### src/rtl/stopwatch_ctrl_pkg.sv
// Shared definitions for the stopwatch control front-end.
// The state encoding is shared so the counter chain and any status logic agree on it.
package stopwatch_ctrl_pkg;

  typedef enum logic [1:0] {
    ST_IDLE  = 2'd0,
    ST_RUN   = 2'd1,
    ST_PAUSE = 2'd2
  } state_t;

endpackage

### src/rtl/stopwatch_ctrl_btn_debounce.sv
// Push-button conditioner: 2-FF synchronizer, stable-level counter and a one-cycle
// press pulse on each debounced 1->0 transition of an active-low button.
module btn_debounce #(
  parameter int DB_CNT = 250000
) (
  input  logic clk,
  input  logic nclr,
  input  logic nbtn,
  output logic press
);

  localparam int             CW       = $clog2(DB_CNT + 1);
  localparam logic [CW-1:0]  CNT_LAST = CW'(DB_CNT - 1);

  logic          sync1;
  logic          sync2;
  logic          level;
  logic [CW-1:0] cnt;

  // NOTE: every register here uses <= so all flops sample pre-edge values;
  // a blocking '=' would let sync2 see this cycle's sync1 and collapse the synchronizer.
  always_ff @(posedge clk or negedge nclr) begin
    if (!nclr) begin
      sync1 <= 1'b1;
      sync2 <= 1'b1;
      level <= 1'b1;
      cnt   <= '0;
      press <= 1'b0;
    end else begin
      sync1 <= nbtn;
      sync2 <= sync1;
      press <= 1'b0;
      if (sync2 == level) begin
        cnt <= '0;
      end else if (cnt == CNT_LAST) begin
        // Disagreement has lasted DB_CNT cycles: accept the new level.
        cnt   <= '0;
        level <= sync2;
        press <= ~sync2;
      end else begin
        cnt <= cnt + 1'b1;
      end
    end
  end

endmodule

### src/rtl/stopwatch_ctrl.sv
// Stopwatch control front-end: debounced start/stop and clear buttons, the
// IDLE/RUN/PAUSE state machine, the 1/100 s tick prescaler and the counter clear.
module stopwatch_ctrl
  import stopwatch_ctrl_pkg::*;
#(
  parameter int DIV    = 500000,
  parameter int DB_CNT = 250000
) (
  input  logic clk,
  input  logic nclr,
  input  logic nbtn_ss,
  input  logic nbtn_rst,
  output logic tick,
  output logic cnt_nclr,
  output logic running
);

  localparam int            PW       = $clog2(DIV);
  localparam logic [PW-1:0] PRE_LAST = PW'(DIV - 1);

  state_t        state;
  logic [PW-1:0] prescaler;
  logic          ss_press;
  logic          rst_press;

  btn_debounce #(.DB_CNT(DB_CNT)) u_ss_db (
    .clk   (clk),
    .nclr  (nclr),
    .nbtn  (nbtn_ss),
    .press (ss_press)
  );

  btn_debounce #(.DB_CNT(DB_CNT)) u_rst_db (
    .clk   (clk),
    .nclr  (nclr),
    .nbtn  (nbtn_rst),
    .press (rst_press)
  );

  assign tick = (state == ST_RUN) && (prescaler == PRE_LAST);

  always_ff @(posedge clk or negedge nclr) begin
    if (!nclr) begin
      state     <= ST_IDLE;
      prescaler <= '0;
      cnt_nclr  <= 1'b0;
      running   <= 1'b0;
    end else begin
      cnt_nclr <= 1'b1;
      if (state == ST_RUN) begin
        prescaler <= (prescaler == PRE_LAST) ? '0 : prescaler + 1'b1;
      end
      // Start/stop always takes priority over clear when both arrive together.
      case (state)
        ST_IDLE: begin
          if (ss_press) begin
            state   <= ST_RUN;
            running <= 1'b1;
          end
        end
        ST_RUN: begin
          if (ss_press) begin
            state   <= ST_PAUSE;
            running <= 1'b0;
          end
        end
        ST_PAUSE: begin
          if (ss_press) begin
            state   <= ST_RUN;
            running <= 1'b1;
          end else if (rst_press) begin
            state     <= ST_IDLE;
            prescaler <= '0;
            cnt_nclr  <= 1'b0;
          end
        end
        default: begin
          state   <= ST_IDLE;
          running <= 1'b0;
        end
      endcase
    end
  end

endmodule

### config.mk
export PLATFORM = sky130hd
export DESIGN_NAME = stopwatch_ctrl
export DESIGN_NICKNAME = d
export VERILOG_FILES = /design/src/rtl/stopwatch_ctrl_pkg.sv /design/src/rtl/stopwatch_ctrl_btn_debounce.sv /design/src/rtl/stopwatch_ctrl.sv
export SDC_FILE = /design/constraint.sdc
export NUM_CORES = 1
export LEC_CHECK = 0
export ABC_AREA = 1
export CAP_MARGIN = 10
export CORE_ASPECT_RATIO = 0.8
export CORE_UTILIZATION = 50
export CTS_BUF_LIST = sky130_fd_sc_hd__clkbuf_8
export DETAILED_ROUTE_END_ITERATION = 6
export DONT_BUFFER_PORTS = 1
export GPL_ROUTABILITY_DRIVEN = 0
export RECOVER_POWER = 25
export SLEW_MARGIN = 5
export SYNTH_ARGS = -nofsm -noshare
export SYNTH_HDL_FRONTEND = slang
export SYNTH_SLANG_ARGS = --single-unit
### constraint.sdc
create_clock -name clk -period 3.8 [get_ports clk]
set_clock_uncertainty 0.2 [all_clocks]
set_input_delay 0.76 -clock clk [delete_from_list [all_inputs] [get_ports clk]]
set_output_delay 0.76 -clock clk [all_outputs]
set_load 0.02 [all_outputs]
==> summary.md, run 1 <==
| Metric | Value |
|---|---|
| Number of fillers in the final layout | `657` |
| Top cells by area in the synthesized netlist | `sky130_fd_sc_hd__dfrtp_1 42%, sky130_fd_sc_hd__nor2_1 9.9%, sky130_fd_sc_hd__nand2_1 9.5%, sky130_fd_sc_hd__inv_1 5.3%, sky130_fd_sc_hd__nand3_1 4.8%` |
| Final number of max-transition violations | `62` |
| Row count | `27` |
| Worst hold slack after final layout | `0.0578 ns` |
| Number of synthesized register bits | `67` |
| Required time of the critical path | `2.84 ns` |
| CTS Root Buffer Type | `sky130_fd_sc_hd__clkbuf_8` |
| Worst R2R End | `prescaler[5]` |
| Class of the most critical setup path | `flop to output pin` |
| Remaining antenna violation count after routing | `0` |
| I/O Buffers | `0` |
| Pwr/cell area | `356 nW/um^2` |
| Failing checks | `DRC, capacitance limit, slew limit` |
| Highest net fanout along the worst path | `4` |
| Number of nets in the finished design | `483` |
| Post-CTS clock slew at the launch and capture registers of the worst setup and hold paths | `0.08 ns` |
| Synth warnings | `0` |
| Final worst path period need | `2.56 ns` |
| Share of the synthesized area in the top cell type | `0.416` |
| Setup-failing EPs final | `0` |
| Critical-path cell with the highest stage delay | `sky130_fd_sc_hd__dfrtp_1` |
| Instance count on the critical path | `5` |
| Number of distinct standard cells referenced by the synthesized netlist | `31` |
| Antenna fix cells | `0` |
| Number of DRC violations after detailed-routing iteration 0 | `105` |
| Area overhead of the layout relative to synthesis | `8.90%` |
| Startpoint Class | `flop` |
| Vias after detailed routing | `2856` |
| Sequential fraction of the synthesis area | `0.459` |
| Combinational cell fraction of total power | `0.023` |
| Number of antenna violations at the first check in global routing | `0` |
| Total negative setup slack | `0 ns` |
| Deepest level of the CTS H-tree | `3` |
| Routed length per instance | `12.8 um` |
| Net switching power figure | `0.318 mW` |
| Cell class contributing the biggest share of worst-path delay | `simple AND/OR/NAND/NOR gates` |
| Max Freq | `391 MHz` |
| Cell count after synthesis | `465` |
| Headroom to the max-slew limit | `-0.0220` |
| Initial core utilization | `0.524` |
| Clock Path Buffers | `2` |
| Number of design rule violations left after detail routing | `2` |
| Tightest Hold Check Type | `primary input to asynchronous set/reset pin` |
| Hold Fails Final Rpt | `0` |
| Vertical extent of the die | `78.6 um` |
| Maximum cell stage delay along the critical path | `0.42 ns` |
| Sequential Area | `1680 um^2` |
| Mapped Area | `3670 um^2` |
| Cell breakdown of the critical path | `ha_1 > nand2_1 > nor2_1 > nand3_1 > nor2_2` |
| Syn nets | `472` |
| Arrival time at the worst endpoint | `1.60 ns` |
| Vias in the first global route | `2685` |
| Max cap viols | `1` |
| Fraction of power consumed by the clock network | `0.464` |
| Routed via count divided by cell count | `5.03` |
| Die area | `7680 um^2` |
| Number of buffers inserted during clock tree synthesis | `9` |
| Critical path capture point type | `output pin` |
| Area of the core | `6990 um^2` |
| TritonCTS sink count | `67` |
| Total congestion overflow | `0` |
| Sw Share | `0.224` |
| Transition time at the pin with the least slew margin | `1.53 ns` |
| Buffers plus inverters on the worst setup path | `0` |
| Overall fraction of global-route tracks in use | `0.216` |
| Post-DP HPWL | `5270 um` |
| Clock tree from TritonCTS | `yes` |
| Unrepaired setup endpoints after global routing | `no` |
| Worst reg2reg startpoint | `prescaler[0]` |
| Max IR drop VDD | `227 uV` |
| Post-CTS Hold Fix Bufs | `1` |
| Number of placed I/O pins | `7` |
| Post-route clock period utilization | `0.673` |
| Post-synthesis area per instance | `7.89 um^2` |
| Overall routed net length | `7290 um` |
| Part of the power in registers | `0.512` |
| Area leader, netlist | `sky130_fd_sc_hd__dfrtp_1` |
| Multi-input gate area in the final layout | `1760 um^2` |
| Count of buffers added by post-CTS timing repair for setup | `0` |
| P_int | `1.10 mW` |
| Clock insertion delay at the later pin of the skew report | `0.34 ns` |
| Number of gates resized after cts | `0` |
| Largest net degree at the start of global routing | `62` |
| Number of cells on the worst reg-to-reg path | `6` |
| Outcome | `finished, violations left` |
| R2R setup slack | `1.83 ns` |
| Share of layout cells above drive strength 1 | `0.148` |
| Length of the first detailed-routing pass in iterations | `6` |
| Die X-Extent | `97.8 um` |
| Wire length of the first global-routing pass | `12800 um` |
| LEAKAGE | `1.72 nW` |
==> routing by layer <==
metal,track usage,share of wire,vias to the layer above
li1,-,-,1484
met1,0.319,0.54,1325
met2,0.313,0.42,41
met3,0.0508,0.033,6
met4,0.0636,0.011,0
met5,0,0,-
==> cell families (layout without fill, tap and decap cells) <==
group	count (synthesis)	count (layout)	share of synthesized area
and+or+nand+nor	291	291	0.376
AOI/OAI and AO/OA	24	24	0.0368
muxes	1	1	0.00273
buffers and inverters	57	73	0.0604
xor gates and xnor gates	22	22	0.0546
DFF	67	67	0.459
adders and majority gates	3	3	0.0102
==> metrics by stage <==
stage / cells / area [um^2] / util / power (mW) / setup slack, ns
floorplan: 465 / 3670 / - / 0.757 / 1.74
global placement: 551 / 3760 / 0.538 / 0.763 / 1.61
detailed placement: 551 / 3760 / 0.538 / 0.763 / 1.58
CTS: 568 / 4020 / 0.574 / 1.45 / 1.21
global route: 568 / 3990 / 0.571 / 1.48 / 1.08
finish: 568 / 3990 / 0.571 / 1.42 / 1.24
==> state kept, by name, indices dropped and copies added, names as in the netlist, 2 cells and up <==
register      flops
prescaler        19
u_rst_db.cnt     18
u_ss_db.cnt      18
state             2
==> power groups by stage <==
stage / clock network (mW) / logic, mW / registers, mW
floorplan: 0 / 0.0162 / 0.741
global placement: 0 / 0.0208 / 0.742
detailed placement: 0 / 0.0209 / 0.742
CTS: 0.680 / 0.0377 / 0.728
global route: 0.710 / 0.0399 / 0.729
finish: 0.660 / 0.0332 / 0.728
==> cell usage after synthesis <==
cell,count
sky130_fd_sc_hd__inv_1,52
sky130_fd_sc_hd__o21ai_2,2
sky130_fd_sc_hd__dfstp_2,6
sky130_fd_sc_hd__nor3_2,3
sky130_fd_sc_hd__nand3_2,5
sky130_fd_sc_hd__and2_0,1
sky130_fd_sc_hd__o21ai_1,2
sky130_fd_sc_hd__nand3_4,1
sky130_fd_sc_hd__o21ai_0,4
sky130_fd_sc_hd__nand2_2,7
sky130_fd_sc_hd__xnor2_1,5
sky130_fd_sc_hd__nor2_2,16
sky130_fd_sc_hd__dfrtp_1,61
sky130_fd_sc_hd__xor2_1,16
sky130_fd_sc_hd__nand3b_1,1
sky130_fd_sc_hd__nand4_1,8
sky130_fd_sc_hd__nor3_1,15
sky130_fd_sc_hd__nor2_8,1
sky130_fd_sc_hd__xor2_2,1
sky130_fd_sc_hd__nand3_1,35
sky130_fd_sc_hd__inv_2,4
sky130_fd_sc_hd__nand2_4,2
sky130_fd_sc_hd__buf_6,1
sky130_fd_sc_hd__mux2i_1,1
sky130_fd_sc_hd__o22ai_1,2
sky130_fd_sc_hd__nor2_1,97
sky130_fd_sc_hd__ha_1,3
sky130_fd_sc_hd__nand2_1,93
sky130_fd_sc_hd__nor2_4,6
sky130_fd_sc_hd__a21oi_1,12
sky130_fd_sc_hd__o21bai_1,2
==> cell type report <==
class,count,area share
sequential,67,0.422
multi-input combinational,341,0.441
inverter,56,0.0526
timing repair buffer,1,0.00125
clock buffer,9,0.0310
tap,87,0.0273
clock inverter,7,0.0251
==> cell usage in the layout, fill, tap and decap left out, types with 6 or more instances in the layout <==
cell and count:
sky130_fd_sc_hd__nand2_2 7, sky130_fd_sc_hd__xor2_1 16, sky130_fd_sc_hd__a21oi_1 12, sky130_fd_sc_hd__nor3_1 15, sky130_fd_sc_hd__clkbuf_8 9, sky130_fd_sc_hd__dfrtp_1 61
sky130_fd_sc_hd__nand2_1 93, sky130_fd_sc_hd__nand4_1 8, sky130_fd_sc_hd__nor2_2 16, sky130_fd_sc_hd__nor2_4 6, sky130_fd_sc_hd__dfstp_2 6, sky130_fd_sc_hd__nand3_1 35
sky130_fd_sc_hd__nor2_1 97, sky130_fd_sc_hd__inv_1 52
==> worst max-delay path by stage <==
stage,start,endpoint,slack (ns)
6_report,prescaler[0],tick,1.24
2_1_floorplan,prescaler[0],tick,1.74
5_1_grt,prescaler[0],tick,1.08
4_1_cts,prescaler[0],tick,1.21
3_5_place_dp,prescaler[0],tick,1.58
3_3_place_gp,prescaler[0],tick,1.61
(Power assumes the default switching activity.)
==> inputs of run 2 (changes only) <==
--- a/config.mk
+++ b/config.mk
@@ -13,6 +13,7 @@
 export DETAILED_ROUTE_END_ITERATION = 6
 export DONT_BUFFER_PORTS = 1
 export GPL_ROUTABILITY_DRIVEN = 0
+export PLACE_DENSITY = 0.68
 export RECOVER_POWER = 25
 export SLEW_MARGIN = 5
 export SYNTH_ARGS = -nofsm -noshare
==> constraint.sdc (replaced) <==
create_clock -name clk -period 2.2 [get_ports clk]
set_clock_uncertainty 0.2 [all_clocks]
set_input_delay 0.44 -clock clk [delete_from_list [all_inputs] [get_ports clk]]
set_output_delay 0.44 -clock clk [all_outputs]
set_load 0.02 [all_outputs]
==> summary.md, run 2 (synthesis results as in run 1) <==
| Metric | Value |
|---|---|
| Max cap viols | `0` |
| Arrival time at the worst endpoint | `1.48 ns` |
| Max Freq | `471 MHz` |
| Number of buffers inserted during clock tree synthesis | `9` |
| Routed length on met3 | `218 um` |
| Buffers plus inverters on the worst setup path | `0` |
| LEAKAGE | `1.74 nW` |
| Length of the first detailed-routing pass in iterations | `4` |
| Critical path capture point type | `output pin` |
| Antenna fix cells | `0` |
| Combinational cell fraction of total power | `0.029` |
| Post-CTS clock slew at the launch and capture registers of the worst setup and hold paths | `0.07 ns` |
| Die area | `7680 um^2` |
| Hold path startpoint | `u_ss_db.sync1` |
| Cell class contributing the biggest share of worst-path delay | `simple AND/OR/NAND/NOR gates` |
| Vias in the first global route | `2694` |
| Part of the power in registers | `0.561` |
| Vertical extent of the die | `78.6 um` |
| Top Layer Used | `met4` |
| Startpoint Class | `flop` |
| R2R setup slack | `0.41 ns` |
| Share of layout cells above drive strength 1 | `0.157` |
| Total congestion overflow | `0` |
| Initial core utilization | `0.524` |
| Outcome | `finished, final reports clean` |
| Largest registers | `prescaler: 19 flops, u_rst_db.cnt: 18 flops, u_ss_db.cnt: 18 flops` |
| Overall routed net length | `7220 um` |
| Die X-Extent | `97.8 um` |
| Number of fillers in the final layout | `648` |
| P_int | `1.73 mW` |
| Worst hold slack after final layout | `0.163 ns` |
| Area of the core | `6990 um^2` |
| Worst reg2reg startpoint | `u_rst_db.cnt[0]` |
| Number of DRC violations after detailed-routing iteration 0 | `110` |
| Cell breakdown of the critical path | `ha_2 > nand2_1 > nor2_1 > nand3_2 > nor2_4` |
| Number of design rule violations left after detail routing | `0` |
| Routed via count divided by cell count | `5.05` |
| I/O Buffers | `0` |
| Critical-path cell with the highest stage delay | `sky130_fd_sc_hd__dfrtp_1` |
| Sum of met2 wire segment lengths after detailed routing | `3070 um` |
| Number of placed cells counting well taps | `553` |
| Area overhead of the layout relative to synthesis | `9.96%` |
| Headroom to the max-slew limit | `0.398` |
| Clock insertion delay at the later pin of the skew report | `0.34 ns` |
| Top library cells by usage in the layout, fill and taps aside | `97 x sky130_fd_sc_hd__nor2_1, 93 x sky130_fd_sc_hd__nand2_1, 61 x sky130_fd_sc_hd__dfrtp_1` |
| Worst R2R End | `u_rst_db.cnt[9]` |
| Final number of max-transition violations | `0` |
| Overall fraction of global-route tracks in use | `0.209` |
| DRT met1 WL | `3820 um` |
| Pwr/cell area | `556 nW/um^2` |
| Fraction of power consumed by the clock network | `0.409` |
| Deepest level of the CTS H-tree | `3` |
| Number of cells on the worst reg-to-reg path | `8` |
| Setup-failing EPs final | `0` |
| Clock tree from TritonCTS | `yes` |
| Highest net fanout along the worst path | `4` |
| Dpl ws | `0.361 ns` |
| Hold Fails Final Rpt | `0` |
| Routed length per instance | `12.5 um` |
| Endpoint of the worst hold-timing path | `u_ss_db.sync2` |
| Row count | `27` |
| Wire length of the first global-routing pass | `12600 um` |
| Post-DP HPWL | `5130 um` |
| Vias after detailed routing | `2908` |
| Number of antenna violations at the first check in global routing | `0` |
| Required time of the critical path | `1.56 ns` |
| Number of placed I/O pins | `7` |
| Clock Path Buffers | `2` |
| Leading cell type in the layout, fill and taps excluded | `sky130_fd_sc_hd__nor2_1` |
| Sw Share | `0.229` |
| Net switching power figure | `0.514 mW` |
| Max IR drop VDD | `314 uV` |
| Transition time at the pin with the least slew margin | `0.902 ns` |
| Class of the most critical setup path | `flop to output pin` |
| Flip-flop count of the largest register, all copies and words added | `19` |
| Post-route clock period utilization | `0.964` |
| Post-layout worst setup margin | `0.0782 ns` |
| Register bank with the most flops | `prescaler` |
| Number of nets in the finished design | `491` |
| Maximum cell stage delay along the critical path | `0.41 ns` |
| Non-filler instance count after layout | `576` |
| Tightest Hold Check Type | `flop to flop` |
| CTS Root Buffer Type | `sky130_fd_sc_hd__clkbuf_8` |
| Final worst path period need | `2.12 ns` |
| TritonCTS sink count | `67` |
| Total negative setup slack | `0 ns` |
| Largest net degree at the start of global routing | `68` |
| Instance count along the most critical hold path | `0` |
| Remaining antenna violation count after routing | `0` |
run 2: changes by cell type in the layout (fill, tap and decap cells not counted), moves of 2 or more:
cell                            delta
sky130_fd_sc_hd__clkinvlp_4        +2
sky130_fd_sc_hd__clkbuf_8          +2
sky130_fd_sc_hd__dlygate4sd3_1     +3
sky130_fd_sc_hd__bufinv_16         -2
sky130_fd_sc_hd__clkinv_4          -3
sky130_fd_sc_hd__buf_4             +5
run 2: cell type report:
class	count	area [um^2]	share of cell area
flip-flops and latches	67	1680	0.418
well taps	87	109	0.0270
inverters	56	210	0.0521
repair buffers	9	75.1	0.0186
clock buffers	11	151	0.0375
clock inverters	5	28.8	0.00714
multi-input cells	341	1770	0.440
run 2: per-stage QoR:
step,power (mW),cell area [um^2],utilization
floorplan,1.31,3670,-
global placement,1.32,3780,0.541
detailed placement,1.32,3780,0.541
CTS,2.29,4020,0.575
global route,2.35,4030,0.577
finish,2.24,4030,0.577
run 2: routing by layer:
layer | track usage | vias up
met5 | 0 | -
met1 | 0.305 | 1351
met2 | 0.302 | 48
met4 | 0.0773 | 0
met3 | 0.0481 | 12
li1 | - | 1497
run 2: timing repair:
item                                    4_1_cts  5_1_grt
hold buffers                                  4        0
resized for setup                             1        2
pin swaps                                     0        1
setup buffers                                 0        3
endpoints found under the setup margin        1        1
hold endpoints to repair                     69        0
run 2: worst reg2reg max path, cell delays in order, from the launching register on:
cell	delay, ns
sky130_fd_sc_hd__dfrtp_1	0.41
sky130_fd_sc_hd__ha_1	0.25
sky130_fd_sc_hd__nand3_2	0.14
sky130_fd_sc_hd__inv_2	0.07
sky130_fd_sc_hd__nand2_1	0.07
sky130_fd_sc_hd__nor2_2	0.05
sky130_fd_sc_hd__a21oi_1	0.31
sky130_fd_sc_hd__nand2_1	0.11
sky130_fd_sc_hd__nor2_1	0.11
run 2: worst max-delay path by stage:
stage,startpoint,depth (start not counted),slack [ns],to
2_1_floorplan,prescaler[0],5,0.46,tick
3_3_place_gp,prescaler[0],5,0.38,tick
3_5_place_dp,prescaler[0],5,0.36,tick
4_1_cts,prescaler[0],5,0.03,tick
5_1_grt,prescaler[0],5,-0.03,tick
6_report,prescaler[0],5,0.08,tick
run 2: power groups by stage:
stage / Combinational [mW] / Clock, mW / Sequential [mW]
after floorplan: 0.0280 / 0 / 1.28
after global placement: 0.0365 / 0 / 1.28
after detailed placement: 0.0380 / 0 / 1.28
after CTS: 0.0741 / 0.953 / 1.26
after global routing: 0.0766 / 1.01 / 1.26
final: 0.0658 / 0.918 / 1.26
==> inputs of run 3 (changes only) <==
--- a/config.mk
+++ b/config.mk
@@ -18,4 +18,5 @@
 export SLEW_MARGIN = 5
 export SYNTH_ARGS = -nofsm -noshare
 export SYNTH_HDL_FRONTEND = slang
+export SYNTH_HIERARCHICAL = 1
 export SYNTH_SLANG_ARGS = --single-unit
==> summary.md, run 3 <==
| Metric | Value |
|---|---|
| Area of all placed cells without fillers | `4070 um^2` |
| Final number of max-transition violations | `0` |
| Length of the first detailed-routing pass in iterations | `5` |
| Sequential fraction of the synthesis area | `0.457` |
| Register bank with the most flops | `prescaler` |
| Number of synthesized register bits | `67` |
| Met3 capacity usage during global routing | `0.0537` |
| Post-route clock period utilization | `0.934` |
| EDFF count, synth | `0` |
| Clock insertion delay at the later pin of the skew report | `0.34 ns` |
| Wire length of the first global-routing pass | `12600 um` |
| Cell with the most instances after synthesis | `sky130_fd_sc_hd__nand2_1` |
| Maximum cell stage delay along the critical path | `0.38 ns` |
| Largest registers | `prescaler: 19 flops, u_rst_db/cnt: 18 flops, u_ss_db/cnt: 18 flops` |
| Post-synthesis area per instance | `7.72 um^2` |
| Mapped Area | `3680 um^2` |
| Overall fraction of global-route tracks in use | `0.208` |
| Cell count after synthesis | `477` |
| Cell breakdown of the critical path | `ha_2 > nand2_1 > nor2_2 > nand3_2 > nor2_4` |
| Transition time at the pin with the least slew margin | `0.908 ns` |
| Fraction of registers with async set or reset after synthesis | `1.00` |
| Routed via count divided by cell count | `4.87` |
| Die area | `7720 um^2` |
| Vias in the first global route | `2809` |
| Max cap viols | `0` |
| Vias after detailed routing | `2832` |
| Number of antenna violations at the first check in global routing | `0` |
| Row count | `27` |
| Share of the synthesized area in the top cell type | `0.414` |
| Pwr/cell area | `637 nW/um^2` |
| TritonCTS sink count | `67` |
| Area leader, netlist | `sky130_fd_sc_hd__dfrtp_1` |
| Total congestion overflow | `0` |
| Hold Fails Final Rpt | `0` |
| Routed length per instance | `11.8 um` |
| LEAKAGE | `1.88 nW` |
| Placed cell area | `3770 um^2` |
| Clock tree from TritonCTS | `yes` |
| Number of design rule violations left after detail routing | `0` |
| Clock Path Buffers | `2` |
| I/O Buffers | `0` |
| Ys flop type | `sky130_fd_sc_hd__dfrtp_1` |
| Flip-flop count of the largest register, all copies and words added | `19` |
| Arrival time at the worst endpoint | `1.41 ns` |
| Number of fillers in the final layout | `628` |
| Outcome | `finished, final reports clean` |
| Most congested layer reported by global routing | `met2` |
| CTS Root Buffer Type | `sky130_fd_sc_hd__clkbuf_8` |
| Startpoint Class | `flop` |
| Number of nets in the finished design | `497` |
| Antenna fix cells | `0` |
| Critical path capture point type | `output pin` |
| Die X-Extent | `98.0 um` |
| Class of the most critical setup path | `flop to output pin` |
| Number of DRC violations after detailed-routing iteration 0 | `150` |
| Met2 global-route usage | `0.320` |
| Number of distinct standard cells referenced by the synthesized netlist | `30` |
| Total negative setup slack | `0 ns` |
| Global Route met1 Usage | `0.283` |
| Synth warnings | `6` |
| Top library cells by usage in the layout, fill and taps aside | `103 x sky130_fd_sc_hd__nand2_1, 101 x sky130_fd_sc_hd__nor2_1, 67 x sky130_fd_sc_hd__inv_1` |
| Vertical extent of the die | `78.8 um` |
| Worst hold slack after final layout | `0.156 ns` |
| Number of placed I/O pins | `7` |
| Post-DP HPWL | `4930 um` |
| Highest net fanout along the worst path | `3` |
| Share of layout cells above drive strength 1 | `0.141` |
| Syn nets | `484` |
| Headroom to the max-slew limit | `0.395` |
| Most instantiated cells after synthesis | `103 x sky130_fd_sc_hd__nand2_1, 102 x sky130_fd_sc_hd__nor2_1, 67 x sky130_fd_sc_hd__inv_1` |
| Number of buffers inserted during clock tree synthesis | `9` |
| Max Freq | `487 MHz` |
| Max IR drop VDD | `400 uV` |
| Critical-path cell with the highest stage delay | `sky130_fd_sc_hd__dfrtp_1` |
| Initial core utilization | `0.527` |
| Required time of the critical path | `1.56 ns` |
| Largest net degree at the start of global routing | `68` |
| Post-CTS clock slew at the launch and capture registers of the worst setup and hold paths | `0.07 ns` |
| Leading cell type in the layout, fill and taps excluded | `sky130_fd_sc_hd__nand2_1` |
| Overall routed net length | `6880 um` |
| Tightest Hold Check Type | `flop to flop` |
| Unrepaired setup endpoints after global routing | `no` |
| Deepest level of the CTS H-tree | `3` |
| Remaining antenna violation count after routing | `0` |
| Setup-failing EPs final | `0` |
| Final worst path period need | `2.05 ns` |
| Area overhead of the layout relative to synthesis | `10.5%` |
| Top cells by area in the synthesized netlist | `sky130_fd_sc_hd__dfrtp_1 41%, sky130_fd_sc_hd__nand2_1 10%, sky130_fd_sc_hd__nor2_1 10%, sky130_fd_sc_hd__inv_1 6.8%, sky130_fd_sc_hd__dfstp_2 4.3%` |
| Area of the core | `6990 um^2` |
[run 3: cell count changes after synthesis, sizes merged, moves of 2 or more]
| cell | previous run | this run |
|---|---|---|
| nor3 | 18 | 6 |
| nor3b | 0 | 2 |
| nor2 | 120 | 122 |
| inv | 56 | 73 |
| a211oi | 0 | 2 |
| xnor2 | 5 | 7 |
| nand3 | 41 | 30 |
| buf | 1 | 3 |
| a21oi | 12 | 9 |
| nand2 | 102 | 112 |
[run 3: area by class of cell]
type | count | area [um^2] | area share
clock buffer | 10 | 138 | 0.0338
clock inverter | 6 | 111 | 0.0274
inverter | 73 | 274 | 0.0673
multi-input combinational | 334 | 1710 | 0.420
sequential | 67 | 1680 | 0.414
tap | 87 | 109 | 0.0267
timing repair buffer | 5 | 45.0 | 0.0111
[run 3: metal layers]
layer,vias to the layer above,wire (um)
li1,1499,-
met1,1293,3580
met2,34,3030
met3,6,200
met4,0,70
met5,-,0
[run 3: per-stage QoR]
step           cells  utilization  setup WS (ns)  power [mW]
6_report         582        0.582          0.146        2.59
5_1_grt          582        0.582         0.0159        2.70
4_1_cts          581        0.582          0.101        2.64
3_5_place_dp     561        0.539          0.419        1.32
3_3_place_gp     561        0.539          0.457        1.32
2_1_floorplan    477            -          0.570        1.31
[run 3: cells by family (layout without fill, tap and decap cells)]
logic type      Yosys count  in the layout  share of synthesized area
xor+xnor                 25             25                     0.0635
buf+inv                  76             94                     0.0815
compound gates           22             22                     0.0353
simple gates            283            283                      0.350
flops                    67             67                      0.457
mux                       1              1                    0.00272
fa+ha+maj                 3              3                     0.0102
[run 3: timing repair]
item	4_1_cts	5_1_grt
buffers inserted	0	1
gates resized for setup	0	3
hold endpoints to repair	69	0
endpoints found under the setup margin	0	1
hold buffers	4	0
[run 3: power by group]
| group | internal [mW] | leakage (nW) | switching [mW] |
|---|---|---|---|
| Sequential | 1.25 | 0.905 | 0.0117 |
| Combinational | 0.0170 | 0.851 | 0.0469 |
| Clock | 0.786 | 0.123 | 0.486 |
| Total | 2.05 | 1.88 | 0.544 |
[run 3: path summary, 6_finish.rpt]
| kind | from | to | slack, ns | depth (start not counted) |
|---|---|---|---|---|
| max | prescaler[0] | tick | 0.15 | 5 |
| max in group asynchronous | nclr | u_ss_db/cnt[7] | 0.62 | 2 |
| min in group asynchronous | nclr | prescaler[7] | 0.59 | 2 |
| min reg2reg | u_ss_db/sync1 | u_ss_db/sync2 | 0.16 | 0 |
| min | u_ss_db/sync1 | u_ss_db/sync2 | 0.16 | 0 |
| max reg2reg | prescaler[0] | prescaler[12] | 0.44 | 8 |
[run 3: worst max-delay path: cells and delay by family (launching register included)]
family	cells	cell delay, ns
adder cells (fa/ha/maj)	1	0.20
AND/OR/NAND/NOR	4	0.49
flip-flops	1	0.38
